[config.mk]
export PLATFORM = sky130hd
export DESIGN_NAME = rhs_spi_emulator
export DESIGN_NICKNAME = d
export VERILOG_FILES = /design/src/rtl/rhs_pkg.sv /design/src/rtl/rhs_sync_edge.sv /design/src/rtl/rhs_spi_emulator.sv
export SDC_FILE = /design/constraint.sdc
export NUM_CORES = 1
export LEC_CHECK = 0
export CAP_MARGIN = 20
export CORE_MARGIN = 1
export CORE_UTILIZATION = 35
export DETAILED_ROUTE_END_ITERATION = 10
export PLACE_DENSITY = 0.49
export SLEW_MARGIN = 0
export SYNTH_ARGS = -nofsm -noshare
export SYNTH_HDL_FRONTEND = slang
export SYNTH_SLANG_ARGS = --single-unit
export TNS_END_PERCENT = 5
[constraint.sdc]
create_clock -name clk -period 7.5 [get_ports clk]
set_input_delay 1.5 -clock clk [delete_from_list [all_inputs] [get_ports clk]]
set_output_delay 1.5 -clock clk [all_outputs]
set_load 0.02 [all_outputs]
[src/rtl/rhs_pkg.sv]
// Shared constants and command layout for the RHS SPI emulator.
package rhs_pkg;

   localparam int unsigned FRAME_BITS = 32;
   localparam int unsigned BIT_CNT_W  = 6;
   localparam int unsigned REG_W      = 16;
   localparam int unsigned NUM_REGS   = 16;
   localparam int unsigned REG_AW     = 4;
   localparam int unsigned CNT_W      = 12;

   localparam logic [FRAME_BITS-1:0] CLEAR_PATTERN = 32'h6A00_0000;
   localparam logic [REG_W-1:0]      CHIP_ID       = 16'h0020;
   localparam logic [7:0]            CHIP_ID_ADDR  = 8'hFF;

   typedef enum logic [1:0] {
      OP_CONVERT = 2'b00,
      OP_MISC    = 2'b01,
      OP_WRITE   = 2'b10,
      OP_READ    = 2'b11
   } rhs_op_e;

   // Command word as shifted in on MOSI, MSB first.
   typedef struct packed {
      rhs_op_e    op;
      logic [5:0] rsvd;
      logic [7:0] addr;
      logic [15:0] data;
   } rhs_cmd_t;

endpackage

[src/rtl/rhs_sync_edge.sv]
// Two-flop synchronizer with single-cycle rise/fall pulses in the clk domain.
module rhs_sync_edge #(
   parameter logic RST_VAL = 1'b0
) (
   input  logic clk,
   input  logic rstn,
   input  logic d_in,
   output logic rise_c,
   output logic fall_c
);

   // [0] metastability stage, [1] synchronized level, [2] previous level
   logic [2:0] sync_q;
   logic [2:0] sync_d;

   // Shift the asynchronous input through the chain.
   always_comb begin
      sync_d = {sync_q[1:0], d_in};
   end

   // Synchronizer flops.
   always_ff @(posedge clk or negedge rstn) begin
      if (!rstn) begin
         sync_q <= {3{RST_VAL}};
      end else begin
         sync_q <= sync_d;
      end
   end

   assign rise_c = sync_q[1] & ~sync_q[2];
   assign fall_c = ~sync_q[1] & sync_q[2];

endmodule

[src/rtl/rhs_spi_emulator.sv]
// SPI slave emulating the RHS command protocol: 32-bit frames, two-deep response pipeline.
module rhs_spi_emulator
   import rhs_pkg::*;
(
   input  logic                  clk,
   input  logic                  rstn,
   input  logic                  SCLK,
   input  logic                  MOSI,
   input  logic                  CS,
   output logic                  MISO,
   output logic                  frame_done,
   output logic                  frame_err,
   output logic [FRAME_BITS-1:0] last_cmd
);

   logic sclk_rise_c;
   logic sclk_fall_c;
   logic cs_rise_c;
   logic cs_fall_c;

   // SCLK idles low between frames.
   rhs_sync_edge #(.RST_VAL(1'b0)) u_sclk_sync (
      .clk    (clk),
      .rstn   (rstn),
      .d_in   (SCLK),
      .rise_c (sclk_rise_c),
      .fall_c (sclk_fall_c)
   );

   // CS synchronizer resets low so a CS held low across reset yields no falling
   // edge; a frame can only start after CS has been observed high.
   rhs_sync_edge #(.RST_VAL(1'b0)) u_cs_sync (
      .clk    (clk),
      .rstn   (rstn),
      .d_in   (CS),
      .rise_c (cs_rise_c),
      .fall_c (cs_fall_c)
   );

   logic [1:0]            mosi_sync_q, mosi_sync_d;
   logic                  in_frame_q, in_frame_d;
   logic [BIT_CNT_W-1:0]  bit_cnt_q, bit_cnt_d;
   logic [FRAME_BITS-1:0] rx_q, rx_d;
   logic [FRAME_BITS-2:0] tx_q, tx_d;
   logic                  miso_q, miso_d;
   logic                  frame_done_q, frame_done_d;
   logic                  frame_err_q, frame_err_d;
   logic [FRAME_BITS-1:0] last_cmd_q, last_cmd_d;
   logic [FRAME_BITS-1:0] pipe1_q, pipe1_d;
   logic [FRAME_BITS-1:0] pipe2_q, pipe2_d;
   logic [CNT_W-1:0]      conv_cnt_q, conv_cnt_d;
   logic [REG_W-1:0]      regs_q [NUM_REGS];
   logic [REG_W-1:0]      regs_d [NUM_REGS];

   rhs_cmd_t              cmd_c;
   logic [FRAME_BITS-1:0] resp_c;
   logic                  reg_wr_c;
   logic                  cnt_inc_c;
   logic                  cnt_clr_c;

   assign cmd_c = rhs_cmd_t'(rx_q);

   // Decode the received word into its response and side effects.
   always_comb begin
      resp_c    = '0;
      reg_wr_c  = 1'b0;
      cnt_inc_c = 1'b0;
      cnt_clr_c = 1'b0;
      if (cmd_c == rhs_cmd_t'(CLEAR_PATTERN)) begin
         cnt_clr_c = 1'b1;
      end else begin
         case (cmd_c.op)
            OP_CONVERT: begin
               if (cmd_c.addr[5:0] < 6'(NUM_REGS)) begin
                  resp_c    = {16'h0000, cmd_c.addr[3:0], conv_cnt_q};
                  cnt_inc_c = 1'b1;
               end
            end
            OP_WRITE: begin
               resp_c   = {16'hFFFF, cmd_c.data};
               reg_wr_c = (cmd_c.addr < 8'(NUM_REGS));
            end
            OP_READ: begin
               if (cmd_c.addr < 8'(NUM_REGS)) begin
                  resp_c = {16'h0000, regs_q[cmd_c.addr[REG_AW-1:0]]};
               end else if (cmd_c.addr == CHIP_ID_ADDR) begin
                  resp_c = {16'h0000, CHIP_ID};
               end
            end
            OP_MISC: begin
               resp_c = '0;
            end
         endcase
      end
   end

   // Frame tracking, shifting and frame-end commit.
   always_comb begin
      mosi_sync_d  = {mosi_sync_q[0], MOSI};
      in_frame_d   = in_frame_q;
      bit_cnt_d    = bit_cnt_q;
      rx_d         = rx_q;
      tx_d         = tx_q;
      miso_d       = in_frame_q ? miso_q : 1'b0;
      frame_done_d = 1'b0;
      frame_err_d  = 1'b0;
      last_cmd_d   = last_cmd_q;
      pipe1_d      = pipe1_q;
      pipe2_d      = pipe2_q;
      conv_cnt_d   = conv_cnt_q;
      regs_d       = regs_q;

      if (cs_fall_c) begin
         // Present the oldest pipeline word immediately at frame start.
         in_frame_d = 1'b1;
         bit_cnt_d  = '0;
         tx_d       = pipe2_q[FRAME_BITS-2:0];
         miso_d     = pipe2_q[FRAME_BITS-1];
      end else if (in_frame_q) begin
         if (cs_rise_c) begin
            in_frame_d = 1'b0;
            miso_d     = 1'b0;
            if (bit_cnt_q == BIT_CNT_W'(FRAME_BITS)) begin
               frame_done_d = 1'b1;
               last_cmd_d   = rx_q;
               pipe2_d      = pipe1_q;
               pipe1_d      = resp_c;
               if (reg_wr_c) begin
                  regs_d[cmd_c.addr[REG_AW-1:0]] = cmd_c.data;
               end
               if (cnt_clr_c) begin
                  conv_cnt_d = '0;
               end else if (cnt_inc_c) begin
                  conv_cnt_d = conv_cnt_q + CNT_W'(1);
               end
            end else begin
               frame_err_d = 1'b1;
            end
         end else begin
            if (sclk_rise_c) begin
               rx_d = {rx_q[FRAME_BITS-2:0], mosi_sync_q[1]};
               // Saturate so very long frames can never alias back to 32.
               if (bit_cnt_q != '1) begin
                  bit_cnt_d = bit_cnt_q + BIT_CNT_W'(1);
               end
            end
            if (sclk_fall_c) begin
               miso_d = tx_q[FRAME_BITS-2];
               tx_d   = {tx_q[FRAME_BITS-3:0], 1'b0};
            end
         end
      end
   end

   // State registers; reset discards any frame in progress.
   always_ff @(posedge clk or negedge rstn) begin
      if (!rstn) begin
         mosi_sync_q  <= '0;
         in_frame_q   <= 1'b0;
         bit_cnt_q    <= '0;
         rx_q         <= '0;
         tx_q         <= '0;
         miso_q       <= 1'b0;
         frame_done_q <= 1'b0;
         frame_err_q  <= 1'b0;
         last_cmd_q   <= '0;
         pipe1_q      <= '0;
         pipe2_q      <= '0;
         conv_cnt_q   <= '0;
         regs_q       <= '{default: '0};
      end else begin
         mosi_sync_q  <= mosi_sync_d;
         in_frame_q   <= in_frame_d;
         bit_cnt_q    <= bit_cnt_d;
         rx_q         <= rx_d;
         tx_q         <= tx_d;
         miso_q       <= miso_d;
         frame_done_q <= frame_done_d;
         frame_err_q  <= frame_err_d;
         last_cmd_q   <= last_cmd_d;
         pipe1_q      <= pipe1_d;
         pipe2_q      <= pipe2_d;
         conv_cnt_q   <= conv_cnt_d;
         regs_q       <= regs_d;
      end
   end

   assign MISO       = miso_q;
   assign frame_done = frame_done_q;
   assign frame_err  = frame_err_q;
   assign last_cmd   = last_cmd_q;

endmodule

; ---- Word-level counts from Yosys, hierarchy flattened
; Cells that the tools add are included.
[totals]
register_bits = 445
in_bits = 5
output_inout_bits = 35
word_cells = 112
[op_classes]
add_sub_neg = 2
n_lt_le_gt_ge = 4
eq_ne = 8
muxes = 44
n_bitwise = 11
n_reduce_logical = 13
[op_table]
columns = cell, count
row1 = $bwmux 256, 1
row2 = $pmux 32 s4, 1
row3 = $mux 31, 4
row4 = $mux 16, 5
row5 = $bmux 16 s4, 1
row6 = $demux 16 s4, 1
row7 = $mux 6, 6
row8 = $eq 32x31->1 const B, 1
row9 = $mux 32, 1
row10 = $mux 12, 2
row11 = $mux 1, 22
row12 = $add 12x1->12 const B, 1
row13 = $reduce_and 4->1, 3
row14 = $reduce_and 5->1, 2
row15 = $reduce_bool 2->1, 5
row16 = $eq 8x8->1 const B, 1
row17 = $lt 8x5->1 const B, 1
row18 = $add 6x1->6 const B, 1
row19 = $eq 6x6->1 const B, 1
row20 = $lt 6x5->1 const B, 1
row21 = $ne 6x6->1 const B, 1
row22 = $not 1->1, 6
row23 = $ge 5x5->1 const B, 1
row24 = $lt 5x1->1 const B, 1
row25 = 8 further kinds, 12

; ---- Depth between registers and ports, before layout
; Gate-level depths: netlist of the first run.
[logic_depth]
ltp_word = 7
mapped_depth = 8
mapped_depth_nobuf = 8

; ---- By module
; A second synthesis of the first run with hierarchy kept.
[hier_totals]
cells_unflattened = 1391
hier_area_um2 = 18401.4
[by_module_without_submodules]
columns = mod, instances, cells_per_inst, area_each_um2, seq_area_each_um2
row1 = rhs_spi_emulator, 1, 1381, 18221.2, 10234.8
row2 = rhs_sync_edge, 2, 5, 90.1, 75.1

; ---- Worst setup path before layout of the first run
; OpenSTA, ideal clock, no wires.
[synth_path]
kind = register -> register
from = register bit_cnt_q[3]
to = register regs_q[197] (netlist bit)
setup_time_ns = 0.125
t_arrival_ns = 2.384
required_time_ns = 7.375
setup_slack_ns = 4.992
path_stages_with_launch = 8
path_buffers = 2
period_less_slack_ns = 2.508
path_cell_list = dfrtp_1 -> nor4b_4 -> nand4_4 -> or3_1 -> buf_2 -> nor4_4 -> buf_6 -> mux2_2
[synth_via]
elab_chain_len = 2
[synth_rtl]
columns = element, line
row1 = from (decl), rhs_spi_emulator.sv:42  ; logic [BIT_CNT_W-1:0] bit_cnt_q, bit_cnt_d;
row2 = from (signal assigned), rhs_spi_emulator.sv:174  ; bit_cnt_q <= bit_cnt_d;
row3 = $eq 6x6->1, rhs_spi_emulator.sv:123  ; if (bit_cnt_q == BIT_CNT_W'(FRAME_BITS)) begin
row4 = $reduce_and 5->1 (no source line), n/a
row5 = to (signal assigned), rhs_spi_emulator.sv:184  ; regs_q <= regs_d;
row6 = to (decl), rhs_spi_emulator.sv:52  ; logic [REG_W-1:0] regs_q [NUM_REGS];
; Every way passes these cells.
; A chain may end at the register's enable or synchronous reset.

; ---- Worst setup path in the final report of the first run
[layout_path]
from = register rx_q[19], in the netlist cmd_c[19]
to = register regs_q[235] (netlist bit)
[layout_via]
elab_chain_len = 6
[layout_rtl]
columns = element, line
row1 = from (decl), rhs_spi_emulator.sv:43  ; logic [FRAME_BITS-1:0] rx_q, rx_d;
row2 = from (signal assigned), rhs_spi_emulator.sv:175  ; rx_q <= rx_d;
row3 = $not 4->5 (implied by the code), rhs_spi_emulator.sv:129  ; regs_d[cmd_c.addr[REG_AW-1:0]] = cmd_c.data;
row4 = $ge 5x5->1 (implied by the code) / $lt 5x1->1 (equally long branches), rhs_spi_emulator.sv:129
row5 = $logic_and 1x1->1 (implied by the code), rhs_spi_emulator.sv:129
row6 = $mux 16 (implied by the code), rhs_spi_emulator.sv:129
row7 = $demux 16 s4, rhs_spi_emulator.sv:129
row8 = $bwmux 256, rhs_spi_emulator.sv:129
; Several ways; a longest one is shown, not always the timed one.

==> flow_summary.json, run 1 <==
{
  "status": "finished, final reports clean",
  "crit_required_ps": 7950,
  "irDropWorstVdd_v": 0.000154,
  "synth_fp_nets": 1383,
  "period_needed_ps": 3320,
  "final_cell_mix": "dfrtp_1, mux2_2, nand2_1",
  "ff2ff_path_depth": 6,
  "rrSetupSlack_ps": 4180,
  "p_seq_frac": 0.468,
  "grt_pass1_wl_mm": 72.8,
  "num_vias": 11100,
  "syn_area_per_cell_um2": 13.5,
  "dp_hpwl_mm": 26.9,
  "die_area_mm2": 0.0537,
  "drive_gt1_frac": 0.342,
  "cts_tree": "built",
  "ys_warn_count": 0,
  "syn2layout_area_growth_pct": 14.7,
  "reg2reg_to": "regs_q[235]",
  "synth-edff-count": 0,
  "p_sw_frac": 0.235,
  "powerDensity_mw_per_mm2": 236,
  "cts_htree_levels": 2,
  "holdPathEnd": "u_sclk_sync.sync_q[1]",
  "drtAntennaViolNets": 0,
  "via_per_inst": 5.28,
  "start_kind": "flip-flop",
  "layout.cells.most_common": "dfrtp_1",
  "fin_ws_ps": 4180,
  "initial_core_util": 0.357,
  "final_util": 0.410,
  "root_buffer": "clkbuf_16",
  "p_sw_mw": 1.18,
  "final_cells": 2099,
  "synth_cells": 1373,
  "coreArea_mm2": 0.0517,
  "postCtsHoldBufs": 0,
  "fin_skew_ps": 13.5,
  "power.static_leakage_nw": 9.88,
  "grt_max_degree": 163,
  "endpoint_kind": "flip-flop",
  "clkPwrFrac": 0.472,
  "dpl_cell_area_mm2": 0.0196,
  "row_count": 83,
  "firstDrtPassIters": 5,
  "max_slew_margin": 0.310,
  "arrival_ps": 3780,
  "drc": 0,
  "antenna_found_initial": 1,
  "overflow": 0,
  "clk_latency_ps": 580,
  "path_class": "flip-flop to flip-flop",
  "fin_setup_tns_ps": 0,
  "pre_cts_ws_ps": 3990,
  "min_from": "u_sclk_sync.sync_q[0]",
  "final_hold_viol_count": 0,
  "post-place-cells": 2014,
  "internal_power_mw": 3.83,
  "clock-sinks": 415,
  "antennaDiodeCount": 0,
  "period_share": 0.443,
  "finish.instance_area_mm2": 0.0212,
  "fmax_ghz": 0.301,
  "slew_violations": 0,
  "path_clk_slew_ps": 60,
  "final_net_count": 1394,
  "post_cts_resized": 0,
  "io_buffers": 39,
  "setup_violations": 0,
  "cts_setup_buffers": 0,
  "ys_seq_elements": 415,
  "synth.distinct_cells": 56,
  "whs_ps": 342,
  "die_height_um": 232,
  "pin_count": 40,
  "reg2reg_from": "cmd_c[19]",
  "clk_path_buf_depth": 3,
  "die_w_um": 232,
  "async_flop_share": 1.00,
  "tightest_slew_ps": 1030,
  "gp_congestion": 0.740,
  "grt_usage": 0.178,
  "path_max_fanout": 31,
  "synth-main-ff-cell": "dfrtp_1",
  "ys_seq_area_frac": 0.562,
  "rsz0062_at_grt": "false",
  "p_comb_frac": 0.060,
  "routed_wirelength_mm": 45.6,
  "syn-cell-area_mm2": 0.0185,
  "max_cap_viol_count": 0,
  "hp-class": "flip-flop to flip-flop",
  "total_power_mw": 5.00,
  "drt-initial-drc-count": 562,
  "grt_pass1_vias": 11600,
  "wl_per_cell_um": 21.7,
  "numCtsBuffers": 47,
  "hold_path_depth": 0
}
-- how the worst max path moves through the flow --
stage	start	to	slack (ps)	depth (start not counted)
global placement	cmd_c[19]	regs_q[192]	4060	6
finish	cmd_c[19]	regs_q[235]	4180	6
floorplan	bit_cnt_q[3]	regs_q[197]	4990	7
global route	cmd_c[22]	regs_q[235]	3960	5
detailed placement	cmd_c[19]	regs_q[196]	3990	6
CTS	cmd_c[19]	regs_q[202]	3990	6
-- logic make-up after synthesis --
kind of cell / share of synthesized area
DFF: 0.562
xor gates and xnor gates: 0.00285
AOI/OAI and AO/OA: 0.0424
buffers and inverters: 0.0266
adders and majority gates: 0.00339
and+or+nand+nor: 0.0822
muxes: 0.280
-- state kept, by name, indices dropped and copies added, names as in the netlist, 2 cells and up --
signal and flops:
u_cs_sync.sync_q 3, tx_q 31, u_sclk_sync.sync_q 3, conv_cnt_q 12, regs_q 256, last_cmd 32
pipe2_q 17, mosi_sync_q 2, cmd_c 32, pipe1_q 17, bit_cnt_q 6
-- power by group through the flow --
stage / combinational [mW] / sequential, mW / clock (mW)
after floorplan: 0.170 / 2.37 / 0
after global placement: 0.298 / 2.38 / 0
after detailed placement: 0.303 / 2.38 / 0
after CTS: 0.304 / 2.34 / 2.44
after global routing: 0.336 / 2.35 / 2.53
final: 0.298 / 2.34 / 2.36
-- critical path, cell delays in order, from the launching register on --
cell,delay (ps)
dfrtp_2,830
buf_4,600
nor4_1,130
nand3_1,220
nor3_4,110
nor3b_4,860
mux2_2,420
-- synth_stat cells, drive strengths merged, types with 2 or more instances --
cell,instances,area share
a2111oi,2,0.00095
a211oi,2,0.00081
a21boi,2,0.00081
a21o,4,0.0016
a21oi,54,0.015
a221o,14,0.0076
a31o,2,0.00095
and2,3,0.0010
and3,8,0.0027
and4,8,0.0038
buf,37,0.0097
clkbuf,72,0.015
dfrtp,415,0.56
ha,5,0.0034
inv,10,0.0020
mux2,290,0.18
mux2i,47,0.025
mux4,64,0.078
nand2,172,0.036
nand2b,2,0.00068
nand3,13,0.0038
nand4,11,0.0045
nor2,51,0.010
nor2b,4,0.0014
nor3,6,0.0022
nor3b,8,0.0051
nor4,7,0.0035
nor4b,3,0.0026
nor4bb,2,0.0011
o21ai,7,0.0019
o22a,14,0.0066
o22ai,15,0.0051
or3,6,0.0020
xor2,5,0.0024
-- per-layer routing --
metal	vias to the layer above	wire (um)	track usage
li1	4979	-	-
met1	5864	21800	0.255
met2	174	21300	0.279
met3	72	1510	0.0248
met4	0	964	0.0522
met5	-	0	0
-- final cells by class --
cell class	count	area, um^2
repair buffers	71	684
inverters	11	41.3
flip-flops and latches	415	10400
fillers	4835	30500
clock inverters	12	138
multi-input cells	838	7610
clock buffers	72	1460
well taps	680	851
Note: power is estimated with default switching activity, not from simulation.
==> run 2: changes to the inputs <==
==> constraint.sdc (replaced) <==
create_clock -name clk -period 3.1 [get_ports clk]
set_input_delay 0.62 -clock clk [delete_from_list [all_inputs] [get_ports clk]]
set_output_delay 0.62 -clock clk [all_outputs]
set_load 0.02 [all_outputs]
==> flow_summary.json, run 2 (synthesis results as in run 1) <==
{
  "wl_per_cell_um": 21.4,
  "initial_core_util": 0.357,
  "powerDensity_mw_per_mm2": 563,
  "grt_usage": 0.178,
  "endpoint_kind": "flip-flop",
  "post-place-cells": 2047,
  "path_class": "flip-flop to flip-flop",
  "dp_hpwl_mm": 28.3,
  "row_count": 83,
  "routed_wirelength_mm": 45.8,
  "fin_skew_ps": 19.3,
  "period_needed_ps": 2840,
  "pin_count": 40,
  "die_height_um": 232,
  "cts_tree": "built",
  "setup_violations": 0,
  "path_clk_slew_ps": 60,
  "overflow": 0,
  "die_w_um": 232,
  "gp_congestion": 0.776,
  "drc": 0,
  "root_buffer": "clkbuf_16",
  "cts_setup_buffers": 0,
  "max_cap_viol_count": 0,
  "drive_gt1_frac": 0.356,
  "crit_required_ps": 3560,
  "antennaDiodeCount": 0,
  "numCtsBuffers": 49,
  "power.static_leakage_nw": 10.1,
  "grt_pass1_wl_mm": 72.7,
  "hp-class": "input pin to async pin",
  "status": "finished, final reports clean",
  "max_stage_delay_ps": 650,
  "path_max_fanout": 10,
  "regMostFlops": "regs_q",
  "grt_pass1_vias": 11700,
  "drtAntennaViolNets": 0,
  "die_area_mm2": 0.0537,
  "clk_path_buf_depth": 3,
  "largest_reg_flops": 256,
  "total_power_mw": 12.2,
  "final_net_count": 1430,
  "via_per_inst": 5.25,
  "fmax_ghz": 0.352,
  "layout.cells.most_common": "dfrtp_1",
  "clk_latency_ps": 590,
  "period_share": 0.917,
  "final_hold_viol_count": 0,
  "slowest_stage": "nor4b_1",
  "tightest_slew_ps": 775,
  "cts_htree_levels": 2,
  "slew_violations": 0,
  "fin_setup_tns_ps": 0,
  "fill_cells": 4823,
  "arrival_ps": 3300,
  "final_cell_mix": "dfrtp_1, mux2_2, nand2_1",
  "num_vias": 11200,
  "drt-initial-drc-count": 584,
  "firstDrtPassIters": 4,
  "rsz0062_at_grt": "false",
  "start_kind": "flip-flop",
  "path_cells": "buf_4 -> nor4b_1 -> nand3_1 -> nor3_4 -> nor4_4 -> buf_8 -> mux2_1",
  "clock-sinks": 415,
  "coreArea_mm2": 0.0517,
  "final_cells": 2139,
  "antenna_found_initial": 1,
  "grt_max_degree": 73,
  "max_slew_margin": 0.476,
  "irDropWorstVdd_v": 0.000364,
  "syn2layout_area_growth_pct": 17.3,
  "io_buffers": 39
}
run 2: power by group:
part	switching (mW)	leakage (nW)	internal, mW
registers	0.0842	5.68	5.57
logic	0.501	3.64	0.233
clock network	2.30	0.798	3.51
total	2.88	10.1	9.32
run 2: critical path: cells and delay by family (launching register included):
| kind | cells | cell delay [ps] |
|---|---|---|
| buf+inv | 2 | 370 |
| flops | 1 | 370 |
| mux | 1 | 300 |
| simple gates | 4 | 1660 |
run 2: layout make-up:
class                           instances  area, um^2  share of cell area
Inverter                               11        41.3             0.00191
Sequential cell                       415       10400               0.480
Clock buffer                           75        1430              0.0662
Multi-Input combinational cell        838        7620               0.352
Tap cell                              680         851              0.0393
Clock inverter                         15         189             0.00872
Timing Repair Buffer                  105        1130              0.0523
run 2: routing by layer:
metal  vias to the layer above  wire [um]  GRT usage
li1                       5046          -          -
met2                       147      21700      0.281
met5                         -          0          0
met4                         0        947     0.0485
met3                        59       1480     0.0312
met1                      5976      21600      0.250
run 2: path summary, 6_finish.rpt:
kind	start	to	slack, ps	depth (start not counted)
setup reg to reg	cmd_c[31]	regs_q[206]	260	7
hold reg to reg	mosi_sync_q[0]	mosi_sync_q[1]	350	0
hold / removal	rstn	u_sclk_sync.sync_q[1]	50	1
setup / recovery	cmd_c[31]	regs_q[206]	260	7
min in group clk	mosi_sync_q[0]	mosi_sync_q[1]	350	0
max in group asynchronous	rstn	regs_q[150]	2150	2
run 2: what timing repair did:
action                                  4_1_cts  5_1_grt
hold buffers                                  0        0
endpoints found under the setup margin        0      101
resized for setup                             0        2
hold endpoints to repair                      0        0
run 2: through the flow:
| step | area [um^2] | setup slack [ps] | util | hold slack [ps] |
|---|---|---|---|---|
| 4_1_cts | 21600 | 1.16 | 0.418 | 50.3 |
| 5_1_grt | 21700 | 152 | 0.419 | 60.6 |
| 6_report | 21700 | 258 | 0.419 | 54.6 |
| 3_3_place_gp | 19900 | -30.8 | 0.385 | 339 |
| 2_1_floorplan | 18500 | 592 | - | 324 |
| 3_5_place_dp | 20000 | 6.29 | 0.386 | 342 |
